## src/rtl/mem_stage_lsu_pkg.sv

```systemverilog
// Shared memory-op encodings and LSU state type for the MEM stage and data memory.
package mem_stage_lsu_pkg;

    localparam logic [2:0] MEM_OP_WORD = 3'b000;
    localparam logic [2:0] MEM_OP_SH   = 3'b001;
    localparam logic [2:0] MEM_OP_SB   = 3'b010;
    localparam logic [2:0] MEM_OP_LH   = 3'b100;
    localparam logic [2:0] MEM_OP_LHU  = 3'b101;
    localparam logic [2:0] MEM_OP_LB   = 3'b110;
    localparam logic [2:0] MEM_OP_LBU  = 3'b111;

    typedef enum logic {
        ST_RUN   = 1'b0,
        ST_FAULT = 1'b1
    } lsu_state_t;

endpackage

```

## src/rtl/mem_stage_lsu_store_align.sv

```systemverilog
// Store byte-lane replication and access alignment check; purely combinational.
module store_align
    import mem_stage_lsu_pkg::*;
#(
    parameter int unsigned DATA_W = 32
) (
    input  logic [2:0]        op,
    input  logic [1:0]        addr_lo,
    input  logic              access,
    input  logic              store,
    input  logic [DATA_W-1:0] store_data,
    output logic [DATA_W-1:0] wdata,
    output logic              mis
);

    always_comb begin
        wdata = '0;
        if (store) begin
            unique case (op)
                MEM_OP_WORD: wdata = store_data;
                MEM_OP_SH:   wdata = {(DATA_W/16){store_data[15:0]}};
                MEM_OP_SB:   wdata = {(DATA_W/8){store_data[7:0]}};
                default:     wdata = '0;
            endcase
        end
    end

    always_comb begin
        mis = 1'b0;
        unique case (op)
            MEM_OP_WORD:                     mis = access & (addr_lo != 2'b00);
            MEM_OP_SH, MEM_OP_LH, MEM_OP_LHU: mis = access & addr_lo[0];
            default:                         mis = 1'b0;
        endcase
    end

endmodule

```

## src/rtl/mem_stage_lsu.sv

```systemverilog
// EX/MEM register, load/store controller and MEM/WB register in front of the data memory.
module mem_stage_lsu
    import mem_stage_lsu_pkg::*;
#(
    parameter int unsigned ADDR_W = 32,
    parameter int unsigned DATA_W = 32
) (
    input  logic              clk,
    input  logic              rst,
    input  logic              stall,
    input  logic              flush,
    input  logic              ex_valid,
    input  logic              ex_mem_read,
    input  logic              ex_mem_write,
    input  logic [2:0]        ex_mem_op,
    input  logic [ADDR_W-1:0] ex_alu_result,
    input  logic [DATA_W-1:0] ex_store_data,
    input  logic [4:0]        ex_rd,
    input  logic              ex_reg_write,
    output logic [ADDR_W-1:0] dm_addr,
    output logic [DATA_W-1:0] dm_wdata,
    output logic              dm_we,
    output logic [2:0]        dm_mem_op,
    input  logic [DATA_W-1:0] dm_rdata,
    output logic              wb_valid,
    output logic [4:0]        wb_rd,
    output logic              wb_reg_write,
    output logic [DATA_W-1:0] wb_data,
    output logic              exc_misalign,
    output logic [ADDR_W-1:0] exc_addr,
    input  logic              exc_ack
);

    logic              m_valid;
    logic              m_read;
    logic              m_write;
    logic [2:0]        m_op;
    logic [ADDR_W-1:0] m_addr;
    logic [DATA_W-1:0] m_store_data;
    logic [4:0]        m_rd;
    logic              m_reg_write;

    lsu_state_t state, state_next;
    logic       mis;
    logic       mis_take;
    logic       fault_set;
    logic       fault_clr;
    logic       run;

    always_ff @(posedge clk or posedge rst) begin
        if (rst) begin
            m_valid      <= 1'b0;
            m_read       <= 1'b0;
            m_write      <= 1'b0;
            m_op         <= '0;
            m_addr       <= '0;
            m_store_data <= '0;
            m_rd         <= '0;
            m_reg_write  <= 1'b0;
        end else if (flush) begin
            m_valid <= 1'b0;
        end else if (!stall) begin
            m_valid      <= ex_valid;
            m_read       <= ex_mem_read;
            m_write      <= ex_mem_write;
            m_op         <= ex_mem_op;
            m_addr       <= ex_alu_result;
            m_store_data <= ex_store_data;
            m_rd         <= ex_rd;
            m_reg_write  <= ex_reg_write;
        end
    end

    store_align #(
        .DATA_W(DATA_W)
    ) u_align (
        .op         (m_op),
        .addr_lo    (m_addr[1:0]),
        .access     (m_valid & (m_read | m_write)),
        .store      (m_write),
        .store_data (m_store_data),
        .wdata      (dm_wdata),
        .mis        (mis)
    );

    assign run       = (state == ST_RUN);
    assign dm_addr   = m_addr;
    assign dm_mem_op = m_op;
    assign dm_we     = m_valid & m_write & ~mis & run & ~flush;
    assign mis_take  = mis & ~stall & ~flush;

    always_ff @(posedge clk or posedge rst) begin
        if (rst) state <= ST_RUN;
        else     state <= state_next;
    end

    // A fault arriving together with exc_ack re-arms rather than clears.
    always_comb begin
        state_next = state;
        fault_set  = 1'b0;
        fault_clr  = 1'b0;
        unique case (state)
            ST_RUN: begin
                if (mis_take) begin
                    state_next = ST_FAULT;
                    fault_set  = 1'b1;
                end
            end
            ST_FAULT: begin
                if (exc_ack) begin
                    if (mis_take) begin
                        fault_set = 1'b1;
                    end else begin
                        state_next = ST_RUN;
                        fault_clr  = 1'b1;
                    end
                end
            end
            default: state_next = ST_RUN;
        endcase
    end

    always_ff @(posedge clk or posedge rst) begin
        if (rst) begin
            exc_misalign <= 1'b0;
            exc_addr     <= '0;
        end else if (fault_set) begin
            exc_misalign <= 1'b1;
            exc_addr     <= m_addr;
        end else if (fault_clr) begin
            exc_misalign <= 1'b0;
        end
    end

    always_ff @(posedge clk or posedge rst) begin
        if (rst) begin
            wb_valid     <= 1'b0;
            wb_rd        <= '0;
            wb_reg_write <= 1'b0;
            wb_data      <= '0;
        end else if (stall || flush) begin
            wb_valid     <= 1'b0;
            wb_reg_write <= 1'b0;
        end else begin
            wb_valid     <= m_valid;
            wb_rd        <= m_rd;
            wb_reg_write <= m_valid & m_reg_write & ~mis & run;
            wb_data      <= m_read ? dm_rdata : DATA_W'(m_addr);
        end
    end

endmodule

```

## config.mk

```make
export PLATFORM = sky130hd
export DESIGN_NAME = mem_stage_lsu
export DESIGN_NICKNAME = d
export VERILOG_FILES = /design/src/rtl/mem_stage_lsu_pkg.sv /design/src/rtl/mem_stage_lsu_store_align.sv /design/src/rtl/mem_stage_lsu.sv
export SDC_FILE = /design/constraint.sdc
export NUM_CORES = 1
export LEC_CHECK = 0
export CAP_MARGIN = 15
export CORE_ASPECT_RATIO = 1.5
export CORE_MARGIN = 3
export CORE_UTILIZATION = 35
export CTS_BUF_LIST = sky130_fd_sc_hd__clkbuf_4 sky130_fd_sc_hd__clkbuf_8
export CTS_CLUSTER_DIAMETER = 60
export CTS_CLUSTER_SIZE = 25
export DETAILED_ROUTE_END_ITERATION = 8
export MAX_ROUTING_LAYER = met4
export PLACE_DENSITY = 0.64
export SLEW_MARGIN = 15
export SYNTH_ARGS = -nofsm -noshare
export SYNTH_HDL_FRONTEND = slang
export SYNTH_SLANG_ARGS = --single-unit
```

## constraint.sdc

```tcl
create_clock -name clk -period 6.21 [get_ports clk]
set_input_delay 1.5525 -clock clk [delete_from_list [all_inputs] [get_ports clk]]
set_output_delay 1.5525 -clock clk [all_outputs]
set_load 0.01 [all_outputs]
```

# Word level (Yosys, flattened, before mapping)
# Index checks and enable logic that the tools add are counted.
# word_totals
reg_bits	149
inputBits	113
output_inout_bits	140
# op_classes
n_eq_ne	5
mux	18
bitwise	17
reduce_logical	6
# op_table
cell	n
32-bit case mux with 3 select lines	1
32-bit 2-to-1 mux	2
1-bit bitwise AND	12
1-bit 2-to-1 mux	12
3-bit equality test (second input constant)	2
1-bit case mux with 2 select lines	3
1-bit NOT	4
2-bit nonzero test	2
3-bit by 1-bit equality test with 1-bit output (second input constant)	1
3-bit by 2-bit equality test with 1-bit output (second input constant)	1
3-bit logical NOT	1
3-bit OR reduction	1
2-bit by 1-bit inequality test with 1-bit output (second input constant)	1
2-bit AND reduction	1
1-bit logical OR	1
1-bit bitwise OR	1

# Longest topological paths before layout
# Gate-level depths: netlist of run 1.
# logic_depth
word_depth	11
depth_mapped	7
ltp_nobuf	4

# Modules after synthesis
# From an unflattened synthesis of run 1, not the netlist that was laid out.
# hier_totals
hier_cells	503
area_unflattened_um2	6681.4
# modules_own_cells
module	n_inst	cells_each	area_per_inst_um2	seq_area_each_um2
mem_stage_lsu	1	396	5969.5	3728.6
store_align	1	107	711.9	0.0

# Worst setup path before layout of run 1
# No wires, ideal clock.
# synth_path
path_kind	input to output
start	input port flush
end	output port dm_we
arrival_time_ns	1.826
required_time_ns	4.657
path_slack_ns	2.832
cell_stages	1
path_buffers	0
path_cell_list	and4b_1
# synth_between
elab_chain_cells	2
# synth_lines
item	line	rtl
start, declared	mem_stage_lsu.sv:11	input logic flush,
1-bit NOT (no source line)	--	
1-bit bitwise AND	mem_stage_lsu.sv:89	assign dm_we = m_valid & m_write & ~mis & run & ~flush;
end, declared	mem_stage_lsu.sv:22	output logic dm_we,
# No other way between the ends.

# Worst setup path in the final report of run 1
# Same ends and word-level chain as after synthesis.

==> metrics.md, run 1 <==
| Metric | Value |
|---|---|
| Post-route ant nets | `0` |
| Max transition margin | `25.0%` |
| Reg2reg start | `m_read` |
| Final count of negative-setup-slack endpoints | `0` |
| Worst setup path startpoint | `flush` |
| Std-Cell Rows | `60` |
| Most frequent CP cell | `clkdlybuf4s50_1` |
| Largest net degree at the start of global routing | `111` |
| Unrepaired setup endpoints after global routing | `false` |
| Hold-fix buffers at CTS | `0` |
| Post-route worst setup slack | `1.74 ns` |
| Worst path cell trace | `clkdlybuf4s50_1 > and4b_1 > clkdlybuf4s50_1` |
| Initial DRC Count | `between 300 and 400` |
| Met1 WL | `7.34 mm` |
| Worst skew pair latency | `0.44 ns` |
| Antenna Diode Count | `0` |
| Max rail drop VDD | `approximately 0.00014 V` |
| Placer congestion estimate | `0.832` |
| Worst setup EP type | `output pin` |
| Most common cell after layout, fill and taps aside | `clkdlybuf4s50_1` |
| Commonest cells after routing, fill and taps aside | `clkdlybuf4s50_1, dfrtp_1, mux2_2` |
| Layout cell share with drive strength beyond 1 | `about a fifth` |
| Static Leakage | `about 4 nW` |
| Metal2 WL | `~9.5 mm` |
| CTS tree | `built` |
| Clk slew on worst S/H paths | `approximately 0.080 ns` |
| Vias per cell | `between 4 and 5` |
| Clock skew | `around 0.013 ns` |
| Uppermost layer routed | `met4` |
| Worst R2R End | `exc_addr[30]` |
| Mapped Nets | `around 600` |
| Area of the mapped netlist | `roughly 0.0065 mm^2` |
| Max-slew violations | `0` |
| Unique masters post-synth | `30` |
| CP arrival | `2.92 ns` |
| Die H | `roughly 170 um` |
| Initial Util | `between 30 and 40%` |
| First-pass detailed-route iteration total | `4` |
| IO buf count | `approximately 250` |
| Setup TNS | `0 ns` |
| Met3 wire len | `about 1.1 mm` |
| Vias | `4,792` |
| Max_cap viols | `0` |
| Die area | `just over 0.02 mm^2` |
| P&R area growth vs syn | `46.8%` |
| CTS sink cnt | `approximately 150` |
| Root buf cell | `clkbuf_8` |
| H-Tree Depth | `4` |
| Fmax | `approximately 220 MHz` |
| Initial antenna violation count | `0` |
| PwrDens | `302 mW/mm^2` |
| Min-Delay Endpoint | `m_reg_write` |
| Syn. warnings | `0` |
| Hold Vio Cnt, Final | `0` |
| Top Family by Delay on Critical Path | `buffers and inverters` |
| Hold Startpoint | `m_reg_write` |
| CP bufs+invs | `2` |
| Worst slew pin tran | `around 1.1 ns` |
| Post-DR wirelength/cell | `18.1 um` |
| CTS resizes | `0` |
| Total gr overflow | `0` |
| Slowest Stage Delay on Critical Path | `0.54 ns` |
| Syn avg cell area | `~13 um^2` |
| CTS max path bufs | `2` |
| CP required | `around 4.7 ns` |
| Drt total wl | `about 18 mm` |
| GRT Total Usage | `between 10% and 20%` |
| Number of global-route vias before repair | `between 5,000 and 6,000` |
| CTS buffer count | `17` |
| Seq/Total Area, Yosys | `a little under three fifths` |
| Cells on worst reg2reg path | `5` |
| Final #Nets | `between 800 and 900` |
| Worst reg-to-reg setup slack | `approximately 3.2 ns` |
| CP max stage cell | `clkdlybuf4s50_1` |
| Worst Setup Path Type | `in -> out` |
| Setup WS pre-CTS | `~1.8 ns` |
| First-pass GRT wire length | `28.7 mm` |
| DRC | `0` |
| Die width | `118 um` |
| Detailed placement HPWL | `about 13 mm` |
| I/O pins | `about 250` |
| Final worst-path cycle share | `72.0%` |
| Fin crit period | `about 4.5 ns` |
| Critical Path Fanout Max | `4` |
| Synth Instances | `roughly 500` |
| Outcome | `finished, final reports clean` |
| Total setup buffers inserted after CTS | `0` |
| Hold Path Stages | `1` |
| Synth Register Bits | `149` |
| CP startpoint kind | `input port` |
| Worst Hold Class | `reg -> reg` |
| Core ar. | `~0.018 mm^2` |
## cells in the mapped netlist
library cell | count | share of area (%)
buf_4 | 2 | 0.23
buf_12 | 3 | 0.92
nor2_2 | 1 | 0.096
buf_2 | 14 | 1.1
nor2b_1 | 1 | 0.096
and4b_1 | 1 | 0.15
xor2_1 | 1 | 0.13
a21o_1 | 2 | 0.23
nand2b_1 | 11 | 1.1
a22oi_1 | 8 | 0.92
buf_6 | 1 | 0.17
nor3b_1 | 1 | 0.11
nand3_1 | 1 | 0.076
nand3b_1 | 8 | 0.92
mux2i_1 | 41 | 6.3
inv_1 | 2 | 0.11
mux2_2 | 82 | 14
dfrtp_1 | 149 | 57
and4_1 | 1 | 0.13
nand4_1 | 1 | 0.096
a32oi_1 | 1 | 0.13
a21oi_1 | 50 | 3.8
nor3b_4 | 1 | 0.29
nor2_1 | 60 | 3.4
buf_1 | 2 | 0.11
clkbuf_1 | 10 | 0.57
nand2_1 | 1 | 0.057
and3_1 | 1 | 0.096
mux2_4 | 30 | 6.9
and2_1 | 8 | 0.76
## layout make-up
type	count	area, um^2
fill	1645	8550
sequential	149	3730
multi-input combinational	312	2620
timing repair buffer	257	2560
tap	248	310
clock buffer	19	262
clock inverter	12	120
inverter	2	12.5
## worst reg2reg max path, stage by stage, from the launching register on
cell and delay [ns]:
dfrtp_2 1.10, nor2_2 0.09, nor3b_4 0.27, and4_2 0.58, buf_4 0.48, mux2_2 0.40
## through the flow
| step | hold WS [ns] | cells | total power, mW | utilization, % | instance area [um^2] |
|---|---|---|---|---|---|
| 6_report | 0.506 | 999 | 2.90 | 52.9 | 9610 |
| 5_1_grt | 0.523 | 999 | 3.06 | 52.9 | 9610 |
| 4_1_cts | 0.508 | 999 | 2.95 | 52.9 | 9610 |
| 3_5_place_dp | 0.489 | 968 | 2.21 | 50.8 | 9230 |
| 3_3_place_gp | 0.484 | 968 | 2.19 | 50.8 | 9230 |
| 2_1_floorplan | 0.466 | 495 | 1.70 | - | 6550 |
## sequential cells by signal, summed over array words and instances, names as in the netlist, 3 cells and up
name	count
dm_addr	32
m_store_data	32
dm_mem_op	3
m_rd	5
wb_rd	5
wb_data	32
exc_addr	32
## routing by layer
| metal | up-vias | GRT usage (%) |
|---|---|---|
| met4 | 0 | 5.04 |
| met1 | 2365 | 21.6 |
| li1 | 2231 | - |
| met5 | - | - |
| met2 | 182 | 31.1 |
| met3 | 14 | 4.80 |
## power by group
group	switching, mW	leakage [nW]	internal, mW
clock network	0.377	0.178	0.342
logic	0.328	2.04	0.548
registers	0.159	1.78	1.15
## worst max-delay path by stage
stage,to,slack [ns],cells after the start
finish,dm_we,1.74,3
global route,dm_wdata[29],1.66,4
CTS,dm_we,1.75,3
detailed placement,dm_we,1.77,3
global placement,dm_we,1.79,3
floorplan,dm_addr[0],0.65,1
## logic make-up (layout without fill, tap and decap cells)
group           count (synthesis)  after routing  share of synthesized area (%)
xor+xnor                        1              1                          0.134
simple gates                   97             97                           7.38
flops                         149            149                           56.9
buf+inv                        34            290                           3.19
mux                           153            153                           27.3
compound gates                 61             61                           5.10
Power figures use the tool's default switching activity.
==> inputs of run 2 (changes only) <==
==> constraint.sdc (replaced) <==
create_clock -name clk -period 4.7 [get_ports clk]
set_input_delay 1.175 -clock clk [delete_from_list [all_inputs] [get_ports clk]]
set_output_delay 1.175 -clock clk [all_outputs]
set_load 0.01 [all_outputs]
==> metrics.md, run 2 (synthesis gave the netlist of run 1 again) <==
| Metric | Value |
|---|---|
| Outcome | `finished, final reports clean` |
| Vias | `4,784 (-0.17%)` |
| Total gr overflow | `0 (unchanged)` |
| Hold Vio Cnt, Final | `0 (unchanged)` |
| Worst Setup Path Type | `reg -> out` |
| Antenna Diode Count | `0 (unchanged)` |
| CTS resizes | `0 (unchanged)` |
| Sw Share | `29.5% (-0.28 points)` |
| CTS max path bufs | `2 (unchanged)` |
| Worst slew pin tran | `0.787 ns (-0.338 ns)` |
| CTS buffer count | `17 (unchanged)` |
| Largest net degree at the start of global routing | `147 (+32%)` |
| Worst skew pair latency | `0.44 ns (about the same)` |
| Die width | `118 um (unchanged)` |
| Hold-fix buffers at CTS | `0 (unchanged)` |
| Layout cell share with drive strength beyond 1 | `20.8% (+0.32 points)` |
| Clk slew on worst S/H paths | `0.08 ns (about the same)` |
| DRC | `0 (unchanged)` |
| First-pass GRT wire length | `28.9 mm (+0.75%)` |
| Total power draw | `3.90 mW (+34%)` |
| CP startpoint kind | `register` |
| Final worst-path cycle share | `between 80 and 90%` |
| First-pass detailed-route iteration total | `5 (+1)` |
| GRT Total Usage | `18.3% (-0.057 points)` |
| Total setup buffers inserted after CTS | `0 (unchanged)` |
| CP required | `3.52 ns (-1.14 ns)` |
| Die H | `174 um (unchanged)` |
| Max_cap viols | `0 (unchanged)` |
| Pint | `2.75 mW (+35%)` |
| Layout fillers | `1,615 (-1.8%)` |
| Placer congestion estimate | `0.839 (+0.88%)` |
| I/O pins | `253 (unchanged)` |
| Initial Util | `36.0% (unchanged)` |
| Number of global-route vias before repair | `5,240 (+1.8%)` |
| Vias per cell | `4.77 (-0.47%)` |
| H-Tree Depth | `4 (unchanged)` |
| Worst Hold Class | `reg -> reg` |
| Die area | `0.0204 mm^2 (unchanged)` |
| Switch Pwr | `1.15 mW (+33%)` |
| CTS tree | `built` |
| P&R area growth vs syn | `47.9%` |
| Post-DR wirelength/cell | `18.0 um (-0.57%)` |
| Fin crit period | `roughly 3.9 ns` |
| PwrDens | `403 mW/mm^2 (+34%)` |
| Comb power frac | `30.3% (about the same)` |
| Final #Nets | `855 (+0.35%)` |
| Fmax | `about 260 MHz` |
| Drt total wl | `18.0 mm (-0.28%)` |
| Max transition margin | `47.5% (+23 points)` |
| Clock power frac | `26.0% (+1.2 points)` |
| Worst setup EP type | `output pin` |
| Critical Path Fanout Max | `24 (+20)` |
| IO buf count | `252 (unchanged)` |
| Unrepaired setup endpoints after global routing | `false` |
| Detailed placement HPWL | `13.1 mm (+1.4%)` |
| Worst reg-to-reg setup slack | `2.11 ns (-1.07 ns)` |
| Initial DRC Count | `199 (-37%)` |
| Core ar. | `0.0182 mm^2 (unchanged)` |
| Initial antenna violation count | `0 (unchanged)` |
| Setup TNS | `0 ns (unchanged)` |
| Std-Cell Rows | `60 (unchanged)` |
| Max rail drop VDD | `0.000161 V (+16%)` |
| Final count of negative-setup-slack endpoints | `0 (unchanged)` |
| CP arrival | `2.68 ns (-0.24 ns)` |
| CTS sink cnt | `149 (unchanged)` |
| Post-route ant nets | `0 (unchanged)` |
| Clock skew | `0.0153 ns (+0.00241 ns)` |
| Seq pwr share | `43.7% (-1.3 points)` |
| Static Leakage | `4.04 nW (+0.91%)` |
| Commonest cells after routing, fill and taps aside | `clkdlybuf4s50_1, dfrtp_1, mux2_2` |
| Max-slew violations | `0 (unchanged)` |
| Most common cell after layout, fill and taps aside | `clkdlybuf4s50_1` |
| Root buf cell | `clkbuf_8` |
## run 2: changes by cell type in the layout (fill, tap and decap cells not counted), sizes merged
| cell | delta |
|---|---|
| buf | +3 |
| bufinv | +1 |
| clkinv | +1 |
| clkinvlp | -1 |
| inv | -1 |
## run 2: worst paths after layout
kind | start | to | depth (start not counted)
min | exc_addr[30] | exc_addr[30] | 1
max reg2reg | dm_mem_op[1] | exc_addr[27] | 5
min in group asynchronous | rst | wb_rd[3] | 2
max | dm_mem_op[0] | dm_wdata[21] | 4
max in group asynchronous | rst | dm_addr[27] | 3
min reg2reg | exc_addr[30] | exc_addr[30] | 1
## run 2: layout make-up
class                   count  area (um^2)  area share (%)
well taps                 248          310            3.20
inverters                   2         11.3           0.116
multi-input cells         312         2620            27.0
flip-flops and latches    149         3730            38.5
clock inverters            12          144            1.49
clock buffers              19          262            2.70
repair buffers            260         2610            26.9
## run 2: power groups by stage
stage | combinational (mW) | clock [mW] | sequential, mW
after floorplan | 0.481 | 0 | 1.77
after global placement | 1.18 | 0 | 1.72
after detailed placement | 1.19 | 0 | 1.73
after CTS | 1.20 | 1.05 | 1.71
after global routing | 1.26 | 1.11 | 1.74
final | 1.18 | 1.01 | 1.71
## run 2: stage by stage
step | worst slack, ns | hold slack [ns] | cells | utilization (%) | instance area (um^2)
6_report | 0.844 | 0.506 | 1002 | 53.3 | 9680
5_1_grt | 0.579 | 0.531 | 1002 | 53.3 | 9680
4_1_cts | 0.791 | 0.513 | 1002 | 53.3 | 9680
3_5_place_dp | 1.03 | 0.493 | 971 | 51.1 | 9280
3_3_place_gp | 1.03 | 0.486 | 971 | 51.1 | 9280
2_1_floorplan | 1.65 | 0.466 | 495 | - | 6550
## run 2: layer usage
metal / wire length [um] / vias to the layer above / share of wire, % / global-route usage (%)
met1: 7050 / 2373 / 39 / 20.1
met4: 172 / 0 / 0.95 / 5.13
met3: 1010 / 12 / 5.6 / 4.73
met5: 0 / - / 0 / -
li1: - / 2226 / - / -
met2: 9800 / 173 / 54 / 32.6
## run 2: worst max-delay path: stages (launching register included)
cell and delay (ns):
dfrtp_1 0.78, xor2_1 0.57, a22oi_1 0.18, nor2_1 0.15, clkdlybuf4s50_1 0.55
